**src/rtl/moore_seq_n.sv**
```systemverilog
// moore_seq_n: up/down step counter with Moore outputs.
// Q (binary or Gray), TC and Wrap are derived only from registered state.
// Priority each cycle: Reset > Load > I > hold.
module moore_seq_n #(
  parameter int WIDTH    = 2,
  parameter int GRAY     = 0,
  parameter int SATURATE = 0
) (
  input  logic             Clock,
  input  logic             Reset,
  input  logic             I,
  input  logic             S,
  input  logic             Load,
  input  logic [WIDTH-1:0] D,
  output logic [WIDTH-1:0] Q,
  output logic             Dir,
  output logic             TC,
  output logic             Wrap
);

  localparam logic [WIDTH-1:0] CNT_MAX  = '1;
  localparam logic [WIDTH-1:0] CNT_ZERO = '0;
  localparam logic [WIDTH-1:0] CNT_ONE  = WIDTH'(1);

  logic [WIDTH-1:0] cnt_q, cnt_d;
  logic             dir_q, dir_d;
  logic             wrap_q, wrap_d;
  logic             at_limit;

  // Next-state: load beats stepping; a limit step either wraps (and flags it) or holds.
  always_comb begin
    cnt_d    = cnt_q;
    dir_d    = dir_q;
    wrap_d   = 1'b0;
    at_limit = S ? (cnt_q == CNT_MAX) : (cnt_q == CNT_ZERO);
    if (Load) begin
      cnt_d = D;
    end else if (I) begin
      dir_d = S;
      if (at_limit && (SATURATE != 0)) begin
        cnt_d = cnt_q;
      end else begin
        cnt_d  = S ? (cnt_q + CNT_ONE) : (cnt_q - CNT_ONE);
        wrap_d = at_limit;
      end
    end
  end

  // State register with synchronous active-high reset; Dir resets to "up".
  always_ff @(posedge Clock) begin
    if (Reset) begin
      cnt_q  <= CNT_ZERO;
      dir_q  <= 1'b1;
      wrap_q <= 1'b0;
    end else begin
      cnt_q  <= cnt_d;
      dir_q  <= dir_d;
      wrap_q <= wrap_d;
    end
  end

  // Output encoding: Gray conversion is purely combinational on the registered count.
  generate
    if (GRAY != 0) begin : g_gray
      assign Q = cnt_q ^ (cnt_q >> 1);
    end else begin : g_bin
      assign Q = cnt_q;
    end
  endgenerate

  // Terminal state depends on the direction of the last accepted step.
  assign TC   = dir_q ? (cnt_q == CNT_MAX) : (cnt_q == CNT_ZERO);
  assign Dir  = dir_q;
  assign Wrap = wrap_q;

endmodule

```
**config.mk**
```make
export PLATFORM = sky130hd
export DESIGN_NAME = moore_seq_n
export DESIGN_NICKNAME = d
export VERILOG_FILES = /design/src/rtl/moore_seq_n.sv
export SDC_FILE = /design/constraint.sdc
export NUM_CORES = 1
export LEC_CHECK = 0
export ABC_CLOCK_PERIOD_IN_PS = 3200
export CAP_MARGIN = 40
export CORE_AREA = 2 2 39 41
export CTS_CLUSTER_DIAMETER = 60
export DETAILED_ROUTE_END_ITERATION = 8
export DIE_AREA = 0 0 41 43
export SYNTH_ARGS = -nofsm -noshare
export SYNTH_HDL_FRONTEND = slang
export SYNTH_SLANG_ARGS = --single-unit
```
**constraint.sdc**
```tcl
create_clock -name Clock -period 3.2 [get_ports Clock]
set_input_delay 0.64 -clock Clock [delete_from_list [all_inputs] [get_ports Clock]]
set_output_delay 0.64 -clock Clock [all_outputs]
set_load 0.005 [all_outputs]
```
# == Word-level counts from Yosys, hierarchy flattened ==
# Cells that the tools add are included.
# word_totals
regBits,4
input_bits,7
out_inout_bits,5
wordCells,17
# op_classes
add_sub_neg,2
eq_ne,1
mux,5
bitwise,2
reduce_logical,4
# ops
cell,n
$mux W2,3
$reduce_or A3 Y1,1
$add A2 B1 Y2 const B,1
$eq A2 B2 Y1 const B,1
$logic_not A2 Y1,1
$mux W1,2
$not A1 Y1,2
$reduce_and A2 Y1,1
$reduce_bool A2 Y1,1
$sub A2 B1 Y2 const B,1

# == Logic depth before layout (Yosys ltp) ==
# depth
word_depth,4
depth_mapped,3
depth_no_buf,3

# == Least setup slack after synthesis ==
# No wires, ideal clock.
# synth_path
path_kind,input port to flip-flop
startpoint,in S
endpoint,"reg wrap_q, in the netlist Wrap"
setup_ns,0.103
arrival_ns,1.337
t_required_ns,3.097
setup_slack_ns,1.759
stages,2
n_path_buf,0
path_cell_list,or3_1 > a2111oi_2
# synth_between
elab_chain_len,1
# synth_lines
item,line,source
"start, declared",12,"input logic S,"
$mux W1,35,at_limit = S ? (cnt_q == CNT_MAX) : (cnt_q == CNT_ZERO);
"end signal, assigned",58,wrap_q <= wrap_d;
"end, declared",27,"logic wrap_q, wrap_d;"
# Every way passes these cells.
# A chain may end at the register's enable or synchronous reset.

# == Worst setup path after layout ==
# layout_path
startpoint,"reg cnt_q[1], in the netlist Q[1]"
endpoint,out TC
# layout_between
elab_chain_len,2
# layout_lines
item,line,source
"start, declared",25,"logic [WIDTH-1:0] cnt_q, cnt_d;"
"start signal, assigned",56,cnt_q <= cnt_d;
$eq A2 B2 Y1 / $logic_not A2 Y1 (equally long branches),72,assign TC = dir_q ? (cnt_q == CNT_MAX) : (cnt_q == CNT_ZERO);
$mux W1 (*),72,
"end, declared",17,"output logic TC,"
# Mark *: on every way between the ends. The rest lies on a longest branch, timed or not.

==> run summary <==
In the synthesized netlist the dominant register cell turns out to be sky130_fd_sc_hd__dfxtp_1. In this run, post-CTS repair resized a total of 0 instances. For this run, design rule violations remaining after detail routing come to 0. The reported net switching power was 0.0354 mW. The first TritonRoute pass finished after 4 iterations. In this run, placement finished with an instance count of 50. The tools report the capturing point of the worst reg2reg path as Q[1]. The path with the worst hold slack has its endpoint at Dir.

Once detailed placement completed, the half-perimeter wirelength came to 357 microns. The run gives 12 as the top-level port count. The worst hold path begins at Dir. The logs give 0 for the total of endpoints with negative setup slack in the final report and 83.4% for the worst slew margin relative to its limit. The signal on the critical path passes through or3_1 -> nand2_1 -> clkdlybuf4s50_1.

The worst register-to-register path has a setup slack of 2.02 ns. In this run the static leakage power is 0.145 nW. The maximum net fanout on the critical path was 7. The run gives 0 as the number of antenna violations at the first check in global routing. After filler insertion, the fill cell instance count of the layout stands at 162. The area of all placed cells without fillers was 359 sq um; the arrival time at the worst endpoint was 1.49 ns.

The count of synthesis-stage warnings from yosys was 0; the area of the core region was 0.00138 sq mm. The worst setup path is of the reg2out kind. The clock passes through at most 2 buffers. In this run the worst hold path is classified as reg2reg.

The global placement routability congestion came out at 0.628. The area growth from synthesis to layout came out at 73.9%. Yosys instantiated no cell more often than sky130_fd_sc_hd__dfxtp_1. The run finished with clean final reports. Synthesis-stage register bit count: 4. Global routing used 7.14% of the available tracks. The logs give 1 for the number of H-tree levels and 226 for the total number of vias. The TritonCTS buffer count was 3; the count of different cell masters after synthesis was 15.

Violation count after the first detailed-routing iteration: 2. The run gives 0 as the number of nets with antenna violations after detailed routing. The final critical path takes up 66.7% of the cycle.

The worst setup path is captured at an output pin. The logs give 80.1 sq um for the area used by sequential logic in the layout and 1.07 ns for the worst path setup slack after routing. For this run, the post-layout net count is 46. The clock transition time at the flip-flop clock pins of the worst setup and hold paths came out at 0.04 ns.

Summed over all layers, the routed wires come to 454 microns. Hold violation count in the final report: 0. The post-placement worst setup slack was 1.22 ns; the via count of the first global-routing pass was 197. TritonCTS built the clock tree. The complex-gate fraction of the synthesized area was 18.2%.

The completed layout was analyzed and its total power is 0.151 mW. Vertical die dimension: 43 microns. The portion of synthesized cell area occupied by the leading cell type is 38.8%, and the final sum of negative setup slack is 0 ns. Max-cap violations in this run came to 0. Number of placement rows: 14. For the starting utilization of the core area, the log shows 14.9%.

The net switching fraction of the power was 23.4%. The clock period minus final worst setup slack was 2.13 ns; the sum of overflow across all layers after global routing was 0. Setup repair after global routing left no endpoint under its margin. The transition time of the tightest slew-check pin was 0.249 ns; the count of flip-flops with a built-in enable after synthesis was 0.

Port buffering added 11 buffers. The tree is rooted in a sky130_fd_sc_hd__clkbuf_4. After synthesis, the largest family of logic cells by area is simple AND/OR/NAND/NOR gates.

The cell internal power dissipation was 0.116 mW; the post-route core utilization was 25.9%. The mean routed wirelength per cell works out to 8.57 microns. The total power density per cell area works out to 422 mW/mm^2. Summing all multi-input logic gate instances after layout gives 119 sq um. A synthesized cell averages 8.98 sq um. The max-slew violation count is 0, and the adder and majority gate portion of the synthesized area is 0%. For the worst setup path, the data required time is 2.56 ns. The chip width is 41 microns, and the worst IR drop on VDD is 0.144 mV. The largest single stage delay on the critical path is 0.49 ns. Share of power burned in registers: 38.5%.

For the power share of the combinational group, the log shows 20.9%. The startpoint identified for the worst register-to-register timing path is Q[0]. After clock tree synthesis, the flow added hold-fix buffers numbering 0. In this run the post-CTS setup repair buffer count came out at 0.

The simple logic cell fraction of the synthesized area came out at 26.1%. When the netlist entered floorplanning its net count stood at 30. The share of async-settable or async-resettable flops after synthesis is 0%, and the smallest hold slack is 0.520 ns. The fraction of power consumed by the clock network was 40.7%. Cells with a size suffix above 1 make up 10.8% of the layout. For the final cell count without fillers, the log shows 53.

The synthesized-area fraction occupied by xor and xnor cells came out at 8.48%. On the final layout, the worst clock skew is 0.000938 ns. The first global-routing pass estimated 724 microns of wire. The tools report the startpoint type of the worst setup path as a flop. The cell area after technology mapping was 206 sq um; the via density per instance was 4.26.

0 antenna diodes ended up in the layout. The highest-delay cell along the critical path is sky130_fd_sc_hd__clkdlybuf4s50_1. For the worst flop-to-flop path, the logic depth is 3. Post-synthesis cell type with the largest combined area: sky130_fd_sc_hd__dfxtp_1. The cell family with the largest share of critical-path delay was buffers and inverters. For this run, the top clock speed supported by timing is 469 MHz. The run gives 38.8% as the share of synthesized area occupied by flip-flops and latches.

The hold-critical path depth was 2. The commonest cells after synthesis are 4 x sky130_fd_sc_hd__dfxtp_1, 3 x sky130_fd_sc_hd__nand3_1, 2 x sky130_fd_sc_hd__inv_1, 2 x sky130_fd_sc_hd__or3_1, 2 x sky130_fd_sc_hd__xor2_1. Share of cell area taken by muxes after synthesis: 4.85%. The buffering stage count on the worst path with inverters included is 1, and the cell area after placement is 337 sq um.

Sorting the synthesized cells by area gives the leading types as sky130_fd_sc_hd__dfxtp_1 39%, sky130_fd_sc_hd__xor2_1 8.5%, sky130_fd_sc_hd__nand3_1 7.3%. The insertion delay to the later sink of the worst-skew pair is 0.23 ns, and the full die area is 0.00176 sq mm. Entering global routing, the biggest net connects 8 pins.

The tools report the cell count after synthesis as 23. For this design, the sink count on the clock tree is 4.
[layout by cell type, fill, tap and decap left out, types with 2 or more instances in the layout]
master                             n
sky130_fd_sc_hd__clkbuf_4          3
sky130_fd_sc_hd__inv_1             2
sky130_fd_sc_hd__or3_1             2
sky130_fd_sc_hd__dfxtp_1           4
sky130_fd_sc_hd__clkdlybuf4s50_1  11
sky130_fd_sc_hd__nand3_1           3
sky130_fd_sc_hd__xor2_1            2
[tightest hold or removal path, stage by stage, from the launching register on]
cell and delay (ns):
sky130_fd_sc_hd__dfxtp_1 0.31, sky130_fd_sc_hd__o21ai_0 0.08, sky130_fd_sc_hd__nand3_1 0.07
[state kept, by name, summed over array words and instances, names as in the netlist]
name,count
Dir,1
Q,2
Wrap,1
[worst max path at each step]
stage / cells after the start / from / end
final: 3 / Q[1] / TC
after global routing: 3 / Q[1] / TC
after CTS: 3 / Q[1] / TC
after detailed placement: 3 / S / Wrap
after global placement: 3 / S / Wrap
after floorplan: 2 / S / Wrap
[cell families (layout without fill, tap and decap cells)]
group	Yosys count	in the layout
buffers and inverters	2	16
AO/OA/AOI/OAI	4	4
multiplexers	1	1
XOR/XNOR	2	2
flip-flops	4	4
AND/OR/NAND/NOR	10	10
[final cells by class]
class	instances	area share, %
Timing Repair Buffer	11	30.7
Inverter	2	2.09
Clock buffer	3	6.27
Sequential cell	4	22.3
Multi-Input combinational cell	17	33.1
Tap cell	16	5.57
[power groups by stage]
| stage | Clock, mW | Sequential, mW | Combinational [mW] |
|---|---|---|---|
| finish | 0.0616 | 0.0582 | 0.0316 |
| global route | 0.0666 | 0.0588 | 0.0346 |
| CTS | 0.0643 | 0.0581 | 0.0319 |
| detailed placement | 0 | 0.0589 | 0.0317 |
| global placement | 0 | 0.0588 | 0.0315 |
| floorplan | 0 | 0.0585 | 0.0118 |
[metal layers]
layer,track usage (%),up-vias,routed length (microns)
met3,6.28,2,37
met2,8.13,12,191
met4,8.00,0,9
li1,-,111,-
met1,6.77,101,216
met5,0,-,0
Note: power is estimated with default switching activity, not from simulation.
